===== src/rtl/axil_cmd_master.sv =====
// axil_cmd_master: turns a simple one-at-a-time command interface into single
// AXI4-Lite read or write transactions, with a per-transaction watchdog.
//
// Ports
//   S_AXI_ACLK, S_AXI_ARESETN  clock, asynchronous active-low reset
//   cmd_valid/cmd_ready        command handshake (ready only while idle)
//   cmd_we/cmd_addr/cmd_wdata  command: direction, byte address, write data
//   rsp_valid                  one-cycle completion pulse
//   rsp_rdata/rsp_status       read data, {timeout, xRESP[1:0]}
//   M_AXI_AW*/W*/B*            AXI4-Lite write address/data/response channels
//   M_AXI_AR*/R*               AXI4-Lite read address/data channels
module axil_cmd_master #(
  parameter int unsigned C_M_AXI_DATA_WIDTH = 32,
  parameter int unsigned C_M_AXI_ADDR_WIDTH = 11,
  parameter int unsigned TIMEOUT_CYCLES     = 1024
) (
  input  logic                            S_AXI_ACLK,
  input  logic                            S_AXI_ARESETN,
  input  logic                            cmd_valid,
  output logic                            cmd_ready,
  input  logic                            cmd_we,
  input  logic [C_M_AXI_ADDR_WIDTH-1:0]   cmd_addr,
  input  logic [C_M_AXI_DATA_WIDTH-1:0]   cmd_wdata,
  output logic                            rsp_valid,
  output logic [C_M_AXI_DATA_WIDTH-1:0]   rsp_rdata,
  output logic [2:0]                      rsp_status,
  output logic [C_M_AXI_ADDR_WIDTH-1:0]   M_AXI_AWADDR,
  output logic [2:0]                      M_AXI_AWPROT,
  output logic                            M_AXI_AWVALID,
  input  logic                            M_AXI_AWREADY,
  output logic [C_M_AXI_DATA_WIDTH-1:0]   M_AXI_WDATA,
  output logic [C_M_AXI_DATA_WIDTH/8-1:0] M_AXI_WSTRB,
  output logic                            M_AXI_WVALID,
  input  logic                            M_AXI_WREADY,
  input  logic [1:0]                      M_AXI_BRESP,
  input  logic                            M_AXI_BVALID,
  output logic                            M_AXI_BREADY,
  output logic [C_M_AXI_ADDR_WIDTH-1:0]   M_AXI_ARADDR,
  output logic [2:0]                      M_AXI_ARPROT,
  output logic                            M_AXI_ARVALID,
  input  logic                            M_AXI_ARREADY,
  input  logic [C_M_AXI_DATA_WIDTH-1:0]   M_AXI_RDATA,
  input  logic [1:0]                      M_AXI_RRESP,
  input  logic                            M_AXI_RVALID,
  output logic                            M_AXI_RREADY
);

  localparam int unsigned DW        = C_M_AXI_DATA_WIDTH;
  localparam int unsigned AW        = C_M_AXI_ADDR_WIDTH;
  localparam int unsigned SW        = C_M_AXI_DATA_WIDTH / 8;
  localparam int unsigned WDOG_W    = (TIMEOUT_CYCLES > 1) ? $clog2(TIMEOUT_CYCLES) : 1;
  localparam int unsigned WDOG_LAST = (TIMEOUT_CYCLES > 0) ? TIMEOUT_CYCLES - 1 : 0;

  typedef enum logic [2:0] {
    S_IDLE,
    S_WR_ADDR_DATA,
    S_WR_RESP,
    S_RD_ADDR,
    S_RD_DATA,
    S_DONE
  } state_t;

  state_t              r_state;
  logic                r_cmd_ready;
  logic [AW-1:0]       r_addr;
  logic [DW-1:0]       r_wdata;
  logic                r_awvalid;
  logic                r_wvalid;
  logic                r_bready;
  logic                r_arvalid;
  logic                r_rready;
  logic                r_rsp_valid;
  logic [DW-1:0]       r_rsp_rdata;
  logic [2:0]          r_rsp_status;
  logic [WDOG_W-1:0]   r_wdog;

  logic                w_busy;
  logic                w_expire;
  logic                w_hs_now;
  logic                w_timeout;
  logic                w_aw_done;
  logic                w_w_done;

  // Address/data channel completes this cycle if already handshaken or handshaking now
  assign w_aw_done = !r_awvalid || M_AXI_AWREADY;
  assign w_w_done  = !r_wvalid  || M_AXI_WREADY;

  assign w_busy   = (r_state != S_IDLE) && (r_state != S_DONE);
  assign w_expire = (TIMEOUT_CYCLES != 0) && (r_wdog == WDOG_W'(WDOG_LAST));

  // Any handshake in the expiry cycle wins over the watchdog
  always_comb begin
    w_hs_now = 1'b0;
    case (r_state)
      S_WR_ADDR_DATA: w_hs_now = (r_awvalid && M_AXI_AWREADY) || (r_wvalid && M_AXI_WREADY);
      S_WR_RESP:      w_hs_now = M_AXI_BVALID;
      S_RD_ADDR:      w_hs_now = M_AXI_ARREADY;
      S_RD_DATA:      w_hs_now = M_AXI_RVALID;
      default:        w_hs_now = 1'b0;
    endcase
  end

  assign w_timeout = w_busy && w_expire && !w_hs_now;

  // Transaction FSM; every output comes straight from a register
  always_ff @(posedge S_AXI_ACLK or negedge S_AXI_ARESETN) begin
    if (!S_AXI_ARESETN) begin
      r_state      <= S_IDLE;
      r_cmd_ready  <= 1'b0;
      r_addr       <= '0;
      r_wdata      <= '0;
      r_awvalid    <= 1'b0;
      r_wvalid     <= 1'b0;
      r_bready     <= 1'b0;
      r_arvalid    <= 1'b0;
      r_rready     <= 1'b0;
      r_rsp_valid  <= 1'b0;
      r_rsp_rdata  <= '0;
      r_rsp_status <= 3'b000;
      r_wdog       <= '0;
    end else begin
      r_rsp_valid <= 1'b0;

      // Watchdog saturates at its last value so expiry stays asserted
      if (w_busy && !w_expire) begin
        r_wdog <= r_wdog + WDOG_W'(1);
      end

      case (r_state)
        S_IDLE: begin
          r_cmd_ready <= 1'b1;
          if (cmd_valid && r_cmd_ready) begin
            r_cmd_ready <= 1'b0;
            r_addr      <= cmd_addr;
            r_wdog      <= '0;
            if (cmd_we) begin
              r_wdata   <= cmd_wdata;
              r_awvalid <= 1'b1;
              r_wvalid  <= 1'b1;
              r_state   <= S_WR_ADDR_DATA;
            end else begin
              r_arvalid <= 1'b1;
              r_state   <= S_RD_ADDR;
            end
          end
        end

        S_WR_ADDR_DATA: begin
          if (r_awvalid && M_AXI_AWREADY) r_awvalid <= 1'b0;
          if (r_wvalid && M_AXI_WREADY)   r_wvalid  <= 1'b0;
          if (w_aw_done && w_w_done) begin
            r_bready <= 1'b1;
            r_state  <= S_WR_RESP;
          end
        end

        S_WR_RESP: begin
          if (M_AXI_BVALID) begin
            r_bready     <= 1'b0;
            r_rsp_status <= {1'b0, M_AXI_BRESP};
            r_rsp_rdata  <= '0;
            r_rsp_valid  <= 1'b1;
            r_state      <= S_DONE;
          end
        end

        S_RD_ADDR: begin
          if (M_AXI_ARREADY) begin
            r_arvalid <= 1'b0;
            r_rready  <= 1'b1;
            r_state   <= S_RD_DATA;
          end
        end

        S_RD_DATA: begin
          if (M_AXI_RVALID) begin
            r_rready     <= 1'b0;
            r_rsp_status <= {1'b0, M_AXI_RRESP};
            r_rsp_rdata  <= M_AXI_RDATA;
            r_rsp_valid  <= 1'b1;
            r_state      <= S_DONE;
          end
        end

        S_DONE: begin
          r_cmd_ready <= 1'b1;
          r_state     <= S_IDLE;
        end

        default: r_state <= S_IDLE;
      endcase

      // Watchdog expiry abandons the bus and reports a timeout
      if (w_timeout) begin
        r_awvalid    <= 1'b0;
        r_wvalid     <= 1'b0;
        r_bready     <= 1'b0;
        r_arvalid    <= 1'b0;
        r_rready     <= 1'b0;
        r_rsp_status <= 3'b100;
        r_rsp_rdata  <= '0;
        r_rsp_valid  <= 1'b1;
        r_state      <= S_DONE;
      end
    end
  end

  assign cmd_ready     = r_cmd_ready;
  assign rsp_valid     = r_rsp_valid;
  assign rsp_rdata     = r_rsp_rdata;
  assign rsp_status    = r_rsp_status;
  assign M_AXI_AWADDR  = r_addr;
  assign M_AXI_AWPROT  = 3'b000;
  assign M_AXI_AWVALID = r_awvalid;
  assign M_AXI_WDATA   = r_wdata;
  assign M_AXI_WSTRB   = {SW{1'b1}};
  assign M_AXI_WVALID  = r_wvalid;
  assign M_AXI_BREADY  = r_bready;
  assign M_AXI_ARADDR  = r_addr;
  assign M_AXI_ARPROT  = 3'b000;
  assign M_AXI_ARVALID = r_arvalid;
  assign M_AXI_RREADY  = r_rready;

endmodule


===== config.mk =====
export PLATFORM = sky130hd
export DESIGN_NAME = axil_cmd_master
export DESIGN_NICKNAME = d
export VERILOG_FILES = /design/src/rtl/axil_cmd_master.sv
export SDC_FILE = /design/constraint.sdc
export NUM_CORES = 1
export LEC_CHECK = 0
export ABC_AREA = 1
export BUFFER_PORTS_ARGS = -buffer_cell sky130_fd_sc_hd__buf_2
export CAP_MARGIN = 25
export CORE_ASPECT_RATIO = 0.6
export CORE_MARGIN = 5
export CORE_UTILIZATION = 30
export DETAILED_ROUTE_END_ITERATION = 6
export PLACE_DENSITY = 0.54
export SLEW_MARGIN = 20
export SYNTH_ARGS = -nofsm -noshare
export SYNTH_HDL_FRONTEND = slang
export SYNTH_SLANG_ARGS = --single-unit

===== constraint.sdc =====
create_clock -name S_AXI_ACLK -period 2.2 [get_ports S_AXI_ACLK]
set_input_delay 0.44 -clock S_AXI_ACLK [delete_from_list [all_inputs] [get_ports S_AXI_ACLK]]
set_output_delay 0.44 -clock S_AXI_ACLK [all_outputs]
set_load 0.01 [all_outputs]

==> out/qor.log, run 1 <==
[outcome] status finished clean
[setup_path] CP Launch Point r_wdog[1]
[placement] routability congestion estimate from global placement 0.875
[timing] final hold violation count 0
[placement] Placed Cells 823
[setup_path] top fanout value on the critical path 12
[finish] fraction of final layout cells with drive strength greater than 1 0.394
[drt] vias post-DR 3,669
[logic_synthesis] Post-synth EDFFs 0
[logic_synthesis] adder-cell share of the synthesized area 0.00278
[clock_network] Root Buffer sky130_fd_sc_hd__clkbuf_16
[timing] Final min period 1.94 ns
[timing] maximum clock skew at final layout 0.00573 ns
[setup_path] launch instance of the worst register-to-register path r_wdog[1]
[drt] Post-DRT Antenna Nets 0
[logic_synthesis] cell types with the largest area share after synthesis sky130_fd_sc_hd__dfrtp_1 54%, sky130_fd_sc_hd__nand2_1 12%, sky130_fd_sc_hd__mux2_2 4.5%
[finish] Final Instance Count excl. Fillers 840
[drt] Via-to-Cell Ratio 4.37
[drt] DR DRC count 0
[timing] maximum clock rate 0.517 GHz
[clock_network] Clock Pin Slew Worst Setup and Hold Paths 0.07 ns
[finish] synthesis-to-finish area growth 29.8%
[clock_network] Clk Latency, worst-skew pair 0.34 ns
[finish] number of diodes added for antenna fixing 0
[logic_synthesis] total standard cell area after synthesis 4500 sq um
[grt] wire length of the first global-routing pass 19,100 um
[clock_network] TritonCTS clock tree yes
[logic_synthesis] post-synthesis xor/xnor area fraction 0.00972
[power] ratio of total power to cell area 1360 nW/um^2
[logic_synthesis] distinct cell type count after synthesis 36
[clock_network] clk sink count 98
[logic_synthesis] area fraction in and, or, nand and nor cells after synthesis 0.255
[logic_synthesis] post-synthesis instance total 463
[timing] Total Neg Setup Slack 0 ns
[logic_synthesis] fraction of registers with async set/reset 1.00
[drt] Detailed Route WL 11,700 um
[finish] number of filler instances in the final layout 1,460
[die] total core area 14,600 sq um
[logic_synthesis] mux contribution to synthesized area 0.0800
[timing] final slew viol count 0
[clock_network] deepest level of the CTS H-tree 3
[placement] placed instance area 5490 sq um
[setup_path] category of the most critical setup path register to register
[die] area enclosed by the die boundary 17,600 sq um
[setup_path] Worst Setup Start Kind register
[timing] tightest slew margin relative to the limit 0.620
[grt] via count of the first global-routing pass 3,750
[grt] maximum number of pins on one net before global-route repair 55
[logic_synthesis] mean area per synthesized cell 9.73 sq um
[clock_network] number of clock buffers inserted by TritonCTS 9
[hold_path] class of the tightest hold or removal check input port to async pin
[setup_path] arrival time reported for the critical path endpoint 2.16 ns
[timing] final critical-path share of the clock period 0.880
[finish] area of all placed cells without fillers 5840 sq um
[logic_synthesis] compound-gate portion of the synthesized area 0.0261
[setup_path] critical path endpoint category register
[setup_path] most frequent cell on the critical path sky130_fd_sc_hd__nand2_1
[clock_network] maximum count of clock buffers along a single path 2
[timing] final setup violation count 0
[finish] net count reported at finish 726
[placement] worst setup slack after placement 0.0576 ns
[die] number of top-level design ports 194
[setup_path] data required time of the worst path 2.43 ns
[grt] total routing resource utilization after global routing 0.132
[setup_path] CP Cell Sequence ha_1 -> inv_1 -> nor2_1 -> nand3b_1 -> nor2_2 -> nand2_4 -> buf_4 -> nand3_2 -> nand2_1 -> o21bai_1 -> nand2_1
[logic_synthesis] #FFs+latches synth 98
[logic_synthesis] portion of synthesized cell area occupied by the leading cell type 0.545
[logic_synthesis] largest family of logic cells by synthesized area simple AND/OR/NAND/NOR gates
[timing] final setup margin 0.265 ns
[drt] wire length per cell 13.9 um
[drt] router iterations before antenna repair 6
[die] starting utilization of the core area 0.309
[grt] GR Overflow Total 0
[setup_path] Crit path largest cell delay 0.42 ns
[die] Die Span X 168 um
[die] number of cell rows 34
[logic_synthesis] predominant post-synthesis flop cell sky130_fd_sc_hd__dfrtp_1
[drt] initial detailed-routing violation count 138
[timing] slew at the pin closest to its max-slew limit 0.569 ns
[logic_synthesis] sequential area share after synthesis 0.545
[logic_synthesis] area leader, netlist sky130_fd_sc_hd__dfrtp_1
[timing] setup repair after global routing missed its margin false
[power] Static Leakage 3.24 nW
[die] vertical die dimension 105 um
[logic_synthesis] synthesis warning total 0
[power] maximum VDD drop 0.000557 V
[grt] number of antenna violations at the first check in global routing 1
[placement] count of input and output buffers 183
[placement] DPL Wire Length 8720 um
[flow_run] Max Cap Viol 0
[clock_network] buffer count from post-CTS setup fixing 0
[setup_path] Slowest-stage cell, CP sky130_fd_sc_hd__dfrtp_1
==> registers in the layout, indices dropped and copies added, names as in the netlist <==
signal	count
M_AXI_ARADDR	11
M_AXI_ARVALID	1
M_AXI_AWVALID	1
M_AXI_BREADY	1
M_AXI_RREADY	1
M_AXI_WDATA	32
M_AXI_WVALID	1
cmd_ready	1
r_state	3
r_wdog	10
rsp_rdata	32
rsp_status	3
rsp_valid	1
==> power breakdown <==
part	internal [mW]	total (mW)	switching, mW
registers	2.57	3.06	0.493
logic	1.29	3.14	1.84
clock network	1.04	1.76	0.719
==> cells in the mapped netlist (5+ instances only) <==
master / instances
sky130_fd_sc_hd__nor2_1: 28
sky130_fd_sc_hd__a21oi_1: 5
sky130_fd_sc_hd__mux2_2: 18
sky130_fd_sc_hd__buf_4: 26
sky130_fd_sc_hd__nand3_1: 38
sky130_fd_sc_hd__nand3_2: 11
sky130_fd_sc_hd__mux2_1: 14
sky130_fd_sc_hd__inv_1: 18
sky130_fd_sc_hd__nand2_1: 149
sky130_fd_sc_hd__dfrtp_1: 98
sky130_fd_sc_hd__o21ai_0: 9
sky130_fd_sc_hd__nand4_1: 7
==> routing by layer <==
| metal | vias to the layer above | global-route usage | wire (um) |
|---|---|---|---|
| li1 | 1813 | - | - |
| met1 | 1702 | 0.185 | 5650 |
| met2 | 140 | 0.197 | 4910 |
| met3 | 12 | 0.0430 | 992 |
| met4 | 2 | 0.0330 | 119 |
| met5 | - | 0 | 20 |
==> worst max-delay path, delay by kind of cell (launching register included) <==
kind                       cells  cell delay, ns
buffers and inverters          2            0.26
DFF                            1            0.42
and+or+nand+nor                7            0.80
AOI/OAI and AO/OA              1            0.14
adders and majority gates      1            0.20
==> stage by stage <==
stage                     utilization  hold WS [ns]  power [mW]
after detailed placement        0.376         0.391        6.25
after global routing            0.401        0.0274        8.59
after CTS                       0.399        0.0113        8.08
final                           0.401       0.00381        7.96
after floorplan                     -         0.144        5.12
after global placement          0.376         0.384        6.18
==> path summary, 6_finish.rpt <==
check	end	slack [ns]	cells after the start
setup / recovery	r_state[1]	0.26	11
hold / removal	M_AXI_WDATA[15]	0.004	1
setup reg to reg	r_state[1]	0.26	11
hold reg to reg	rsp_status[1]	0.47	2
max in group asynchronous	rsp_rdata[23]	1.57	2
min in group S_AXI_ACLK	M_AXI_ARADDR[10]	0.30	3
==> logic make-up after synthesis <==
| group | after synthesis |
|---|---|
| buffers and inverters | 58 |
| XOR/XNOR | 5 |
| AO/OA/AOI/OAI | 20 |
| other | 2 |
| multiplexers | 32 |
| flip-flops | 98 |
| adder cells (fa/ha/maj) | 1 |
| AND/OR/NAND/NOR | 247 |
==> area by class of cell <==
type                    instances  area [sq um]  area share
flip-flops and latches         98          2450       0.420
multi-input cells             316          1740       0.297
repair buffers                190           983       0.168
well taps                     198           248      0.0424
clock buffers                  10           239      0.0409
clock inverters                 6          96.3      0.0165
inverters                      22          90.1      0.0154
==> placed cells by master, fill, tap and decap left out, types with 2 or more instances in the layout <==
cell type / instances
sky130_fd_sc_hd__buf_4: 7
sky130_fd_sc_hd__clkbuf_16: 9
sky130_fd_sc_hd__nand3_2: 12
sky130_fd_sc_hd__bufinv_16: 2
sky130_fd_sc_hd__mux2_2: 18
sky130_fd_sc_hd__xor2_1: 4
sky130_fd_sc_hd__nand2_4: 4
sky130_fd_sc_hd__o21bai_1: 2
sky130_fd_sc_hd__dfrtp_1: 98
sky130_fd_sc_hd__nand3_1: 37
sky130_fd_sc_hd__nor2_8: 2
sky130_fd_sc_hd__nand2_1: 149
sky130_fd_sc_hd__nor2_2: 3
sky130_fd_sc_hd__nor2_4: 2
sky130_fd_sc_hd__nor2_1: 28
sky130_fd_sc_hd__a21oi_1: 5
sky130_fd_sc_hd__inv_1: 18
sky130_fd_sc_hd__inv_6: 2
sky130_fd_sc_hd__buf_2: 182
sky130_fd_sc_hd__nor3_1: 2
sky130_fd_sc_hd__o21ai_0: 9
sky130_fd_sc_hd__conb_1: 10
sky130_fd_sc_hd__inv_2: 2
sky130_fd_sc_hd__nand4_1: 7
sky130_fd_sc_hd__mux2_1: 14
==> timing repair <==
action | CTS | global route
hold buffers | 0 | 0
resized for setup | 0 | 2
setup endpoints to repair | 0 | 35
(Power assumes the default switching activity.)
==> inputs of run 2 (changes only) <==
==> constraint.sdc (replaced) <==
create_clock -name S_AXI_ACLK -period 2 [get_ports S_AXI_ACLK]
set_input_delay 0.4 -clock S_AXI_ACLK [delete_from_list [all_inputs] [get_ports S_AXI_ACLK]]
set_output_delay 0.4 -clock S_AXI_ACLK [all_outputs]
set_load 0.01 [all_outputs]
==> run 2 against run 1 <==
  * Clock power increased by 2%
  * Register-to-register slack got worse by 0.11 ns
  * Combinational power increased by 14%
  * Core utilization increased by 0.33 points
  * Total power increased by 9.4%
  * Setup slack got worse by 0.11 ns
  * Critical path type unchanged
==> out/qor.log, run 2 (synthesized netlist as in run 1, its figures left out) <==
[timing] final slew viol count 0 [unchanged]
[hold_path] class of the tightest hold or removal check input port to async pin
[clock_network] clk sink count 98 [unchanged]
[setup_path] reg-to-reg endpoint M_AXI_WDATA[29]
[die] number of top-level design ports 194 [unchanged]
[setup_path] data required time of the worst path 2.22 ns [-0.21 ns]
[timing] maximum clock skew at final layout 0.00888 ns [+0.00315 ns]
[drt] Via-to-Cell Ratio 4.38 [+0.28%]
[setup_path] length in cells of the worst reg-to-reg path 6 [-5]
[timing] setup repair after global routing missed its margin false
[finish] number of diodes added for antenna fixing 0 [unchanged]
[die] starting utilization of the core area 0.309 [unchanged]
[grt] wire length of the first global-routing pass 19,400 um [+1.5%]
[power] overall power consumption 8.71 mW [+9.4%]
[clock_network] hold-fix buffers at CTS 0 [unchanged]
[setup_path] Slowest-stage cell, CP sky130_fd_sc_hd__dfrtp_1
[setup_path] reg2reg setup slack 0.16 ns [-0.11 ns]
[setup_path] cell family with most CP delay simple AND/OR/NAND/NOR gates
[setup_path] critical path endpoint category register
[setup_path] CP Launch Point r_state[1]
[die] total core area 14,600 sq um [unchanged]
[setup_path] Critical path buffers and inverters 1 [-1]
[finish] share of the core filled with cells in the final layout 0.404 [+0.00334]
[setup_path] total number of cells along the worst setup path 6 [-5]
[drt] vias post-DR 3,710 [+1.1%]
[drt] Post-DRT Antenna Nets 0 [unchanged]
[setup_path] launch instance of the worst register-to-register path r_state[1]
[setup_path] category of the most critical setup path register to register
[grt] total routing resource utilization after global routing 0.133 [+0.00144]
[setup_path] arrival time reported for the critical path endpoint 2.06 ns [-0.10 ns]
[outcome] status finished clean
[finish] area occupied by registers 2450 sq um [unchanged]
[drt] Detailed Route WL 11,700 um [+0.15%]
[finish] area of the multi-input gates 1740 sq um [+0.29%]
[die] vertical die dimension 105 um [unchanged]
[setup_path] Worst Setup Start Kind register
[timing] Total Neg Setup Slack 0 ns [unchanged]
[placement] count of input and output buffers 183 [unchanged]
[clock_network] Clk Latency, worst-skew pair 0.33 ns [about the same]
[setup_path] most frequent cell on the critical path sky130_fd_sc_hd__nand2_4
[setup_path] top fanout value on the critical path 34 [+22]
[placement] routability congestion estimate from global placement 0.865 [-1.1%]
[clock_network] number of clock buffers inserted by TritonCTS 9 [unchanged]
[die] number of cell rows 34 [unchanged]
[drt] wire length per cell 13.8 um [-0.68%]
[flow_run] Max Cap Viol 0 [unchanged]
[finish] area of all placed cells without fillers 5890 sq um [+0.83%]
[setup_path] CP Cell Sequence nor2_2 -> nand2_4 -> buf_4 -> nor2_8 -> nand2_4 -> mux2_1
[placement] DPL Wire Length 8810 um [+1.1%]
[finish] synthesis-to-finish area growth 30.9%
[clock_network] maximum count of clock buffers along a single path 2 [unchanged]
[power] Static Leakage 3.27 nW [+1.0%]
[finish] fraction of final layout cells with drive strength greater than 1 0.401 [+0.00654]
[placement] placed instance area 5550 sq um [+1.0%]
[setup_path] worst setup path endpoint M_AXI_WDATA[29]
[clock_network] deepest level of the CTS H-tree 3 [unchanged]
[timing] final setup violation count 0 [unchanged]
[timing] Final min period 1.84 ns [-0.0934 ns]
[timing] tightest slew margin relative to the limit 0.624 [+0.00393]
[timing] slew at the pin closest to its max-slew limit 0.563 ns [-0.00588 ns]
[drt] router iterations before antenna repair 4 [-2]
[drt] initial detailed-routing violation count 176 [+28%]
[finish] number of filler instances in the final layout 1,466 [+0.41%]
[timing] final hold violation count 0 [unchanged]
[grt] via count of the first global-routing pass 3,781 [+0.83%]
[grt] maximum number of pins on one net before global-route repair 37 [-33%]
[clock_network] Clock Pin Slew Worst Setup and Hold Paths 0.07 ns [about the same]
[finish] most common cell after layout, fill and taps aside sky130_fd_sc_hd__buf_2
[timing] final critical-path share of the clock period 0.921 [+0.0413]
[power] maximum VDD drop 0.000682 V [+22%]
[die] Die Span X 168 um [unchanged]
[clock_network] Root Buffer sky130_fd_sc_hd__clkbuf_16
[grt] number of antenna violations at the first check in global routing 0 [-1]
[finish] top library cells by usage in the layout, fill and taps aside 182 x sky130_fd_sc_hd__buf_2, 149 x sky130_fd_sc_hd__nand2_1, 98 x sky130_fd_sc_hd__dfrtp_1, 37 x sky130_fd_sc_hd__nand3_1, 28 x sky130_fd_sc_hd__nor2_1
[setup_path] Crit path largest cell delay 0.45 ns [+0.03 ns]
[clock_network] TritonCTS clock tree yes
[finish] net count reported at finish 733 [+0.96%]
[power] ratio of total power to cell area 1480 nW/um^2 [+8.5%]
[timing] maximum clock rate 0.543 GHz [+5.1%]
[grt] GR Overflow Total 0 [unchanged]
[die] area enclosed by the die boundary 17,600 sq um [unchanged]
[drt] DR DRC count 0 [unchanged]
-- run 2: changes by cell type in the layout (fill, tap and decap cells not counted), sizes merged --
cell      before  now
clkbuf        10   11
bufinv         2    1
clkinv         1    3
buf          190  197
clkinvlp       1    0
inv           24   23
-- run 2: report_power, final --
part | total [mW] | leakage [nW] | switching (mW) | internal [mW]
logic | 3.57 | 1.86 | 2.08 | 1.49
clock network | 1.80 | 0.156 | 0.751 | 1.05
registers | 3.33 | 1.25 | 0.511 | 2.82
-- run 2: how the worst min path moves through the flow --
stage | depth (start not counted) | end | start | slack, ns
floorplan | 0 | M_AXI_ARADDR[0] | S_AXI_ARESETN | 0.10
global placement | 1 | M_AXI_WDATA[15] | S_AXI_ARESETN | 0.39
detailed placement | 1 | M_AXI_WDATA[15] | S_AXI_ARESETN | 0.41
CTS | 1 | M_AXI_WDATA[15] | S_AXI_ARESETN | 0.03
global route | 1 | M_AXI_WDATA[15] | S_AXI_ARESETN | 0.05
finish | 1 | M_AXI_WDATA[15] | S_AXI_ARESETN | 0.01
-- run 2: layout make-up --
cell class | count | area share
Clock inverter | 5 | 0.0104
Multi-Input combinational cell | 316 | 0.295
Tap cell | 198 | 0.0420
Sequential cell | 98 | 0.416
Timing Repair Buffer | 197 | 0.178
Inverter | 22 | 0.0153
Clock buffer | 11 | 0.0429
-- run 2: through the flow --
step | setup slack (ns) | cells | hold WS (ns)
3_3_place_gp | -0.00262 | 829 | 0.395
5_1_grt | 0.00106 | 847 | 0.0542
6_report | 0.158 | 847 | 0.0127
4_1_cts | 0.0634 | 846 | 0.0331
2_1_floorplan | 0.404 | 471 | 0.104
3_5_place_dp | -0.112 | 829 | 0.406
-- run 2: repair_timing --
| item | CTS | global route |
|---|---|---|
| setup endpoints to repair | 32 | 23 |
| gates cloned | 1 | 0 |
| setup buffers | 0 | 1 |
| resized for setup | 1 | 2 |
| pin swaps | 0 | 1 |
-- run 2: metal layers --
metal	global-route usage	share of wire	vias up	wire, um
met3	0.0472	0.093	5	1080
met5	0	0	-	0
met4	0.0301	0.0063	0	74
met2	0.192	0.42	149	4910
met1	0.192	0.48	1722	5630
li1	-	-	1834	-
==> inputs of run 3 (changes only) <==
--- a/config.mk
+++ b/config.mk
@@ -12,6 +12,7 @@
 export CORE_MARGIN = 5
 export CORE_UTILIZATION = 30
 export DETAILED_ROUTE_END_ITERATION = 6
+export GPL_TIMING_DRIVEN = 0
 export PLACE_DENSITY = 0.54
 export SLEW_MARGIN = 20
 export SYNTH_ARGS = -nofsm -noshare
==> run 3 against run 2 <==
  * Clock skew shrank 0.00063 ns
  * Wire length grew 1.7%
  * Critical endpoint is now rsp_rdata[31]
  * Critical path depth grew 5
  * Sequential share of layout area shrank 1.1 points
==> out/qor.log, run 3 (synthesized netlist as in run 1, its figures left out) <==
[outcome] status finished clean
[placement] placed instance area 5730 sq um [+3.2%]
[die] Die Span X 168 um [unchanged]
[power] Static Leakage 3.37 nW [+2.9%]
[die] area enclosed by the die boundary 17,600 sq um [unchanged]
[finish] area of all placed cells without fillers 6050 sq um [+2.7%]
[grt] via count of the first global-routing pass 3,897 [+3.1%]
[die] number of cell rows 34 [unchanged]
[setup_path] critical path endpoint category register
[finish] synthesis-to-finish area growth 34.4%
[drt] DR DRC count 0 [unchanged]
[drt] router iterations before antenna repair 4 [unchanged]
[setup_path] data required time of the worst path 2.23 ns [about the same]
[hold_path] class of the tightest hold or removal check input port to register
[drt] Post-DRT Antenna Nets 0 [unchanged]
[drt] wire length per cell 13.7 um [-1.1%]
[timing] final slew viol count 0 [unchanged]
[timing] maximum clock rate 0.531 GHz [-2.1%]
[finish] most common cell after layout, fill and taps aside sky130_fd_sc_hd__buf_2
[timing] final setup violation count 0 [unchanged]
[die] vertical die dimension 105 um [unchanged]
[finish] area of the multi-input gates 1730 sq um [-0.65%]
[placement] routability congestion estimate from global placement 0.812 [-6.2%]
[flow_run] Max Cap Viol 0 [unchanged]
[timing] final critical-path share of the clock period 0.941 [+0.0198]
[placement] DPL Wire Length 9240 um [+4.9%]
[setup_path] top fanout value on the critical path 10 [-71%]
[setup_path] Worst Setup Start Kind register
[placement] count of input and output buffers 183 [unchanged]
[setup_path] category of the most critical setup path register to register
[clock_network] Clock Pin Slew Worst Setup and Hold Paths 0.07 ns [about the same]
[timing] maximum clock skew at final layout 0.00825 ns [-0.000631 ns]
[finish] number of diodes added for antenna fixing 0 [unchanged]
[drt] Detailed Route WL 11,900 um [+1.7%]
[die] starting utilization of the core area 0.309 [unchanged]
[finish] top library cells by usage in the layout, fill and taps aside 185 x sky130_fd_sc_hd__buf_2, 149 x sky130_fd_sc_hd__nand2_1, 98 x sky130_fd_sc_hd__dfrtp_1, 37 x sky130_fd_sc_hd__nand3_1, 28 x sky130_fd_sc_hd__buf_4
[setup_path] arrival time reported for the critical path endpoint 2.11 ns [+0.05 ns]
[clock_network] maximum count of clock buffers along a single path 2 [unchanged]
[grt] GR Overflow Total 0 [unchanged]
[clock_network] clk sink count 98 [unchanged]
[drt] Via-to-Cell Ratio 4.41 [+0.68%]
[drt] vias post-DR 3,841 [+3.5%]
[clock_network] Clk Latency, worst-skew pair 0.34 ns [about the same]
[clock_network] deepest level of the CTS H-tree 3 [unchanged]
[timing] Final min period 1.88 ns [+0.0395 ns]
[drt] initial detailed-routing violation count 171 [-2.8%]
[timing] final hold violation count 0 [unchanged]
[clock_network] Root Buffer sky130_fd_sc_hd__clkbuf_16
[finish] area occupied by registers 2450 sq um [unchanged]
[finish] fraction of final layout cells with drive strength greater than 1 0.419 [+0.0184]
[finish] net count reported at finish 757 [+3.3%]
[grt] total routing resource utilization after global routing 0.134 [+0.000540]
[die] total core area 14,600 sq um [unchanged]
[clock_network] number of clock buffers inserted by TritonCTS 9 [unchanged]
[clock_network] TritonCTS clock tree yes
[grt] maximum number of pins on one net before global-route repair 79 [+110%]
[die] number of top-level design ports 194 [unchanged]
[grt] number of antenna violations at the first check in global routing 0 [unchanged]
[finish] number of filler instances in the final layout 1,469 [+0.20%]
[grt] wire length of the first global-routing pass 19,400 um [+0.14%]
[power] ratio of total power to cell area 1450 nW/um^2 [-2.0%]
[power] maximum VDD drop 0.000635 V [-6.9%]
[finish] share of the core filled with cells in the final layout 0.415 [+0.0108]
run 3: worst paths after layout:
kind	from	end	slack, ns	cells past startpoint
min in group asynchronous	S_AXI_ARESETN	M_AXI_WDATA[14]	0.46	2
hold reg to reg	rsp_status[2]	rsp_status[2]	0.47	2
setup / recovery	r_wdog[1]	rsp_rdata[31]	0.12	11
hold / removal	cmd_addr[8]	M_AXI_ARADDR[8]	0.26	3
setup reg to reg	r_wdog[1]	rsp_rdata[31]	0.12	11
max in group asynchronous	S_AXI_ARESETN	rsp_rdata[24]	0.90	3
run 3: power by group:
part	total [mW]	internal, mW	switching [mW]
logic	3.71	1.62	2.09
clock network	1.69	0.925	0.762
registers	3.36	2.82	0.536
run 3: per-layer routing:
| metal | up-vias | routed length, um | track usage |
|---|---|---|---|
| met4 | 0 | 108 | 0.0330 |
| li1 | 1875 | - | - |
| met3 | 10 | 1290 | 0.0517 |
| met5 | - | 0 | 0 |
| met2 | 156 | 5030 | 0.200 |
| met1 | 1800 | 5480 | 0.183 |
run 3: what timing repair did:
action,4_1_cts,5_1_grt
gates resized for setup,0,5
buffers inserted,0,1
hold buffers,1,0
endpoints found under the setup margin,0,6
hold endpoints to repair,20,0
run 3: cell type report:
type | count | share of cell area
multi-input combinational | 315 | 0.286
timing repair buffer | 186 | 0.160
tap | 198 | 0.0409
buffer | 36 | 0.0453
sequential | 98 | 0.405
clock inverter | 4 | 0.00558
clock buffer | 12 | 0.0424
inverter | 22 | 0.0149
run 3: metrics by stage:
stage	worst slack [ns]	cells	TNS, ns	hold slack [ns]	total power [mW]
2_1_floorplan	0.404	471	0	0.104	5.63
3_3_place_gp	-0.495	852	-47.85	0.456	7.03
3_5_place_dp	0.148	853	0	0.255	7.12
4_1_cts	0.142	870	0	0.249	8.88
5_1_grt	-0.0305	871	-0.202	0.245	9.46
6_report	0.118	871	0	0.264	8.76
run 3: critical path, stage by stage (launching register included):
cell and delay (ns):
sky130_fd_sc_hd__dfrtp_1 0.41, sky130_fd_sc_hd__ha_2 0.20, sky130_fd_sc_hd__inv_1 0.07, sky130_fd_sc_hd__nor2_2 0.13
sky130_fd_sc_hd__nand3b_1 0.14, sky130_fd_sc_hd__nor2_2 0.20, sky130_fd_sc_hd__nand2_4 0.10, sky130_fd_sc_hd__inv_4 0.11
sky130_fd_sc_hd__nor2_4 0.06, sky130_fd_sc_hd__buf_4 0.19, sky130_fd_sc_hd__nand3_1 0.09, sky130_fd_sc_hd__nand2_1 0.06
